`config.mk`:
```
export PLATFORM = sky130hd
export DESIGN_NAME = sobel_window
export DESIGN_NICKNAME = d
export VERILOG_FILES = /design/src/rtl/sobel_window.sv
export SDC_FILE = /design/constraint.sdc
export NUM_CORES = 1
export LEC_CHECK = 0
export ABC_AREA = 1
export BUFFER_PORTS_ARGS = -buffer_cell sky130_fd_sc_hd__buf_2
export CAP_MARGIN = 10
export CORE_UTILIZATION = 46
export DETAILED_ROUTE_END_ITERATION = 12
export GPL_TIMING_DRIVEN = 0
export SYNTH_ARGS = -nofsm -noshare
export SYNTH_HDL_FRONTEND = slang
export SYNTH_SLANG_ARGS = --single-unit
```
`constraint.sdc`:
```
create_clock -name clk -period 5.05 [get_ports clk]
set_clock_uncertainty 0.1 [all_clocks]
set_input_delay 1.01 -clock clk [delete_from_list [all_inputs] [get_ports clk]]
set_output_delay 1.01 -clock clk [all_outputs]
set_load 0.1 [all_outputs]
```
`src/rtl/sobel_window.sv`:
```
// rtl/sobel_window.sv - 3x3 Sobel window with two-stage |Gx|+|Gy| pipeline (option: SOBEL_THRESH_EN)
module sobel_window #(
  parameter int DATA_WIDTH = 12,
  parameter int IMG_WIDTH  = 640
) (
  input  logic                  clk,
  input  logic                  rst,
  input  logic                  en,
  input  logic                  in_valid,
  input  logic                  in_edge,
  input  logic [DATA_WIDTH-1:0] row0_pixel,
  input  logic [DATA_WIDTH-1:0] row1_pixel,
  input  logic [DATA_WIDTH-1:0] row2_pixel,
  input  logic [DATA_WIDTH-1:0] thresh,
  output logic [DATA_WIDTH-1:0] pix_out,
  output logic                  pix_out_valid,
  output logic                  pix_out_edge
);

  localparam int DW = DATA_WIDTH;
  localparam int SW = DW + 2;  // weighted 1-2-1 sum
  localparam int GW = DW + 4;  // signed gradient
  localparam int CW = $clog2(IMG_WIDTH + 1);

  localparam logic [CW-1:0] COL_ONE   = CW'(1);
  localparam logic [CW-1:0] COL_THREE = CW'(3);
  localparam logic [CW-1:0] COL_MAX   = CW'(IMG_WIDTH);
  localparam logic [GW-1:0] MAG_MAX   = {4'b0000, {DW{1'b1}}};

  // win_q[column][row]: column 0 is the oldest (left), row 0 is the bottom row
  logic [DW-1:0] win_q [3][3];
  logic [CW-1:0] col_q, col_d;
  logic          v0_q, e0_q, v1_q, e1_q;
  logic signed [GW-1:0] gx_q, gy_q, gx_d, gy_d;
  logic [SW-1:0] sum_l, sum_r, sum_b, sum_t;
  logic [GW-1:0] abs_x, abs_y, mag;
  logic [DW-1:0] sat_mag, out_d;
  logic          accept, complete, first;

  assign accept = en & in_valid;

  function automatic logic [SW-1:0] wsum(input logic [DW-1:0] a, input logic [DW-1:0] b,
                                         input logic [DW-1:0] c);
    return SW'(a) + SW'({b, 1'b0}) + SW'(c);
  endfunction

  // Column count: in_edge restarts at 1; a count of 0 means "no line started yet" and stays
  // 0 so that nothing is produced after reset until a line start is seen.
  always_comb begin
    col_d = col_q;
    if (accept) begin
      if (in_edge)
        col_d = COL_ONE;
      else if (col_q != '0 && col_q != COL_MAX)
        col_d = col_q + COL_ONE;
    end
  end

  assign complete = accept && (col_d >= COL_THREE);
  assign first    = accept && (col_d == COL_THREE);

  // Window shift: oldest column drops out, incoming pixels enter as the newest column
  always_ff @(posedge clk or negedge rst) begin
    if (!rst) begin
      for (int c = 0; c < 3; c++)
        for (int r = 0; r < 3; r++)
          win_q[c][r] <= '0;
    end else if (accept) begin
      for (int c = 0; c < 2; c++)
        for (int r = 0; r < 3; r++)
          win_q[c][r] <= win_q[c+1][r];
      win_q[2][0] <= row0_pixel;
      win_q[2][1] <= row1_pixel;
      win_q[2][2] <= row2_pixel;
    end
  end

  // Column counter and the first valid/edge stage of the output pipeline
  always_ff @(posedge clk or negedge rst) begin
    if (!rst) begin
      col_q <= '0;
      v0_q  <= 1'b0;
      e0_q  <= 1'b0;
    end else begin
      col_q <= col_d;
      v0_q  <= complete;
      e0_q  <= first;
    end
  end

  assign sum_l = wsum(win_q[0][2], win_q[0][1], win_q[0][0]);
  assign sum_r = wsum(win_q[2][2], win_q[2][1], win_q[2][0]);
  assign sum_b = wsum(win_q[0][0], win_q[1][0], win_q[2][0]);
  assign sum_t = wsum(win_q[0][2], win_q[1][2], win_q[2][2]);
  assign gx_d  = $signed(GW'(sum_r)) - $signed(GW'(sum_l));
  assign gy_d  = $signed(GW'(sum_b)) - $signed(GW'(sum_t));

  // Stage 1: free-running gradient registers, valid/edge tagged along
  always_ff @(posedge clk or negedge rst) begin
    if (!rst) begin
      gx_q <= '0;
      gy_q <= '0;
      v1_q <= 1'b0;
      e1_q <= 1'b0;
    end else begin
      gx_q <= gx_d;
      gy_q <= gy_d;
      v1_q <= v0_q;
      e1_q <= e0_q;
    end
  end

  // Each |G| is below 2^(DW+2), so the sum cannot overflow GW bits
  assign abs_x   = gx_q[GW-1] ? -gx_q : gx_q;
  assign abs_y   = gy_q[GW-1] ? -gy_q : gy_q;
  assign mag     = abs_x + abs_y;
  assign sat_mag = (mag > MAG_MAX) ? '1 : mag[DW-1:0];

`ifdef SOBEL_THRESH_EN
  assign out_d = (sat_mag > thresh) ? '1 : '0;
`else
  logic unused_thresh;
  assign unused_thresh = ^thresh;
  assign out_d = sat_mag;
`endif

  // Stage 2: result register only loads on a valid slot so pix_out holds in between
  always_ff @(posedge clk or negedge rst) begin
    if (!rst) begin
      pix_out       <= '0;
      pix_out_valid <= 1'b0;
      pix_out_edge  <= 1'b0;
    end else begin
      if (v1_q)
        pix_out <= out_d;
      pix_out_valid <= v1_q;
      pix_out_edge  <= e1_q;
    end
  end

endmodule

```
* Word-level counts from Yosys, hierarchy flattened
Cells that the tools add are included.
** Word-level totals
- Input port bits :: 53
- Word-level logic and storage cells :: 48
- Output and inout bits :: 14
- Bits in registers :: 166
** Cells by class
- Equal/unequal tests :: 2
- Order comparisons :: 2
- Reductions and logical operators :: 4
- Bitwise gates (word level) :: 1
- Add/sub/neg operators :: 14
- Mux-type cells :: 6
** Operators with widths (count)
- $add A12 B13 Y14 :: 4
- $add A14 B12 Y14 :: 4
- $mux W16 :: 2
- $neg A15 Y16 :: 2
- $mux W10 :: 3
- $sub A14 B14 Y15 :: 2
- $add A16 B16 Y16 :: 1
- $gt A16 B12 Y1 const B :: 1
- $mux W12 :: 1
- $add A10 B1 Y10 const B :: 1
- $eq A10 B2 Y1 const B :: 1
- $ge A10 B2 Y1 const B :: 1
- $ne A10 B10 Y1 const B :: 1
- $reduce_bool A10 Y1 :: 1
- $logic_and A1 B1 Y1 :: 3
- $and A1 B1 Y1 :: 1

* Longest topological paths before layout
- Depth in word-level cells :: 7
- Depth in mapped cells :: 22
- Gate-level depth less buffers :: 21

* Worst setup path before layout
OpenSTA, ideal clock, no wires.
- Kind :: flip-flop to flip-flop
- Start :: register win_q[74] (netlist name)
- End :: register gx_q[13]
- Stages on the path, launching flop included :: 13
- Data arrival time :: 3278 ps
- Library setup time :: 79 ps
- Required time :: 4871 ps
- Path buffers :: 0
- Slack :: 1592 ps
- Clock period less this slack :: 3458 ps
- Cell sequence :: dfrtp_1 inv_1 fa_1 fa_1 inv_1 fa_1 fa_1 o31ai_2 a21oi_1 nor2_1 nand2_1 nand2_1 xor2_1
** On the way
- Longest elaborated chain between the ends :: 3
** Ends and longest elaborated chain
- start, declared :: line 31 : logic [DW-1:0] win_q [3][3];
- start signal, assigned by index :: line 71 : win_q[c][r] <= win_q[c+1][r];
- $add A12 B13 Y14 :: line 44 : return SW'(a) + SW'({b, 1'b0}) + SW'(c);
- $add A14 B12 Y14 :: line 44
- $sub A14 B14 Y15 :: line 95 : assign gx_d = $signed(GW'(sum_r)) - $signed(GW'(sum_l));
- named net gx_d[13] :: line 34 : logic signed [GW-1:0] gx_q, gy_q, gx_d, gy_d;
- end signal, assigned :: line 106 : gx_q <= gx_d;
- end, declared :: line 34
The timed path passes the listed nets, and every way through them passes these cells.
A chain may end at the register's enable or synchronous reset.

* Worst setup path after layout
- Start :: register win_q[4] (netlist name)
- End :: register gx_q[13]
Same word-level chain as after synthesis.

==> impl_metrics.yaml <==
run_status:
  status: "complete, no violations"
sta:
  rsz0062_at_grt: "false"
  timing.final.crit_period_ns: 3.73
  timing.slew.headroom: 0.477
  fmax_ghz: 0.268
  setup_viol_count_final: 0
  tightestPinTransition_ns: 0.784
  drv_slew: 0
  finalHoldViolations: 0
  setup_tns_ns: 0
  fin_ws_ns: 1.32
  post-route-period-util: 0.739
route:
  route.antenna.remaining_nets: 0
  first_pass_iters: 5
  first_iter_violations: 577
  wl_per_cell_microns: 15.8
  post-route-drc-count: 0
  via_per_inst: 4.90
  num_vias: 8203
  drt-total-wl_microns: 26400
critical_path:
  endpoint_kind: "flop"
  rr_worst_depth: 15
  cp_max_fo: 5
  timing.rr.start: "win_q[4]$_DFFE_PN0P_"
  critPathLaunchType: "flop"
  ff2ff_setup_slack_ns: 1.32
  cp_num_buf_inv: 4
  crit_required_ns: 5.27
  arrival_ns: 3.95
  rr_endpoint: "gx_q[13]$_DFF_PN0_"
  crit_slowest_cell: "fa_1"
  cpMostUsedCell: "inv_1"
  crit_chain: "inv_1 > fa_1 > inv_1 > fa_1 > inv_1 > fa_1 > inv_1 > ha_1 > a21oi_1 > o31ai_2 > a21oi_1 > nor2_1 > nand2_1 > nand2_1 > xor2_1"
  slowest_delay_ns: 0.56
  cp_top_family: "adder cells"
  critPathKind: "flop to flop"
final_layout:
  finish.utilization: 0.526
  area_growth_pct: 11.9
  drive_above_1_share: 0.0856
  insertedDiodeCount: 0
  nFillCells: 2215
  final_cells: 1674
  final_nets: 1541
grt:
  overflow: 0
  antenna_found_initial: 0
  grt_pass1_wl_microns: 43500
  grt_max_degree: 113
  grt_pass1_vias: 8323
  grtUsageTotal: 0.237
hold_path:
  worstHoldStart: "v0_q$_DFF_PN0_"
  min_to: "v1_q$_DFF_PN0_"
  min-delay-path-class: "flop to flop"
  min_delay_path_depth: 0
synth:
  yosysTopAreaCellShare: 0.376
  synthSimpleGateAreaFrac: 0.155
  synth_compound_area_frac: 0.0914
  yosysSeqAreaShare: 0.376
  synth_edf_count: 0
  synthAdderAreaFrac: 0.230
  synthMuxAreaShare: 0
  dominantRegCellSynth: "dfrtp_1"
  synthesis.nets: 1467
  synth_xor_area_frac: 0.0428
  ys_ff_latch: 166
  synth-async-reset-ratio: 1.00
  synth_top_family_by_area: "adder cells"
  syn-cell-area_sq_um: 11000
  synth_top_cell_by_area: "dfrtp_1"
  synthCells: 1268
  synth_cell_types: 37
  syn_area_per_cell_sq_um: 8.71
  synthTopCellsByArea: "dfrtp_1 38%, fa_1 17%, nand2_1 9.3%"
  yosys_warnings: 0
floorplan:
  die-area_sq_um: 24600
  start_util: 0.470
  core-area_sq_um: 23500
  die_y_microns: 157
  ios: 67
  fp.dieW_microns: 157
  row_count: 56
clock_network:
  htreeDepth: 4
  cts_tree: "yes"
  clock-root-buffer: "clkbuf_16"
  postCtsResizedCells: 0
  cts_buffer_depth: 2
  cts-hold-fix-buffers: 0
  clock_latency_ns: 0.44
  cts_made_buffers: 17
  clkTransAtPathRegs_ns: 0.07
  cts_setup_buffers: 0
  cts.sinks: 166
placement:
  numPortBuffers: 54
  gp_congestion: 0.847
  placed_cells: 1642
  hpwl_microns: 20300
  pre_cts_ws_ns: 1.34
run:
  drv_cap: 0
-- cell type report --
type                       instances  area [sq um]  share of cell area
tap                              319           399              0.0323
timing repair buffer              55           308              0.0249
inverter                         271          1020              0.0823
buffer                            30           136              0.0110
clock buffer                      17           425              0.0344
multi-input combinational        801          5730               0.464
clock inverter                    15           183              0.0148
sequential                       166          4150               0.336
-- per-layer routing --
metal,track usage,up-vias,wire length (microns)
met5,0,-,0
met2,0.394,161,12800
met1,0.322,3999,12100
li1,-,4019,-
met4,0.0602,0,312
met3,0.0407,24,1150
-- cells by family (layout without fill, tap and decap cells) --
family | Yosys count | after routing
buffers and inverters | 301 | 388
AOI/OAI and AO/OA | 184 | 184
xor gates and xnor gates | 54 | 54
DFF | 166 | 166
and+or+nand+nor | 417 | 417
adders and majority gates | 146 | 146
-- how the worst max path moves through the flow --
stage                            endpoint  slack [ns]  cells past startpoint             startpoint
floorplan              gx_q[13]$_DFF_PN0_        1.59                     12  win_q[74]$_DFFE_PN0P_
global placement    win_q[54]$_DFFE_PN0P_        0.10                      1                    rst
detailed placement     gx_q[13]$_DFF_PN0_        1.34                     14  win_q[76]$_DFFE_PN0P_
CTS                    gx_q[13]$_DFF_PN0_        1.31                     15   win_q[4]$_DFFE_PN0P_
global route           gy_q[10]$_DFF_PN0_        1.06                     13   win_q[3]$_DFFE_PN0P_
finish                 gx_q[13]$_DFF_PN0_        1.32                     15   win_q[4]$_DFFE_PN0P_
-- flip-flops by register name, indices dropped and copies added (netlist names) --
name	flops
pix_out	12
col_q	10
gx_q	15
e0_q	1
gy_q	15
v0_q	1
pix_out_edge	1
win_q	108
v1_q	1
pix_out_valid	1
e1_q	1
-- Yosys cell counts, drive strengths merged, types with 21 or more instances --
cell	count
nand2	277
inv	271
dfrtp	166
o21ai	119
fa	95
nor2	75
ha	51
a21oi	46
nand3	42
xor2	33
clkbuf	23
xnor2	21
-- per-stage QoR --
step | instance area [sq um] | hold WS (ns)
finish | 12400 | 0.249
global route | 12400 | 0.261
CTS | 12400 | 0.251
detailed placement | 11700 | 0.235
global placement | 11700 | 0.234
floorplan | 11000 | 0.231
-- worst register-to-register path, cell delays in order (launching register included) --
cell	delay, ns
dfrtp_1	0.32
inv_1	0.11
fa_1	0.57
inv_1	0.05
fa_1	0.47
inv_1	0.06
fa_1	0.53
inv_1	0.07
ha_1	0.37
a21oi_1	0.25
o31ai_2	0.13
a21oi_1	0.24
nor2_1	0.09
nand2_1	0.06
nand2_1	0.06
xor2_1	0.14
-- cell usage in the layout (no fill, tap or decap), types with 4 or more instances in the layout --
cell	netlist	final
a21o_1	6	6
a21oi_1	36	36
a21oi_2	10	10
a31oi_1	4	4
buf_2	6	59
clkbuf_1	23	23
clkbuf_16	0	17
clkinv_4	0	4
dfrtp_1	166	166
fa_1	95	95
ha_1	51	51
inv_1	270	270
inv_8	0	6
nand2_1	274	274
nand3_1	39	39
nand4_1	7	7
nor2_1	73	73
nor3_1	6	6
o21ai_0	118	118
xnor2_1	21	21
xor2_1	33	33
Power is not shown: default switching activity piles up to over one toggle a cycle in this logic, so the estimate is an artifact.
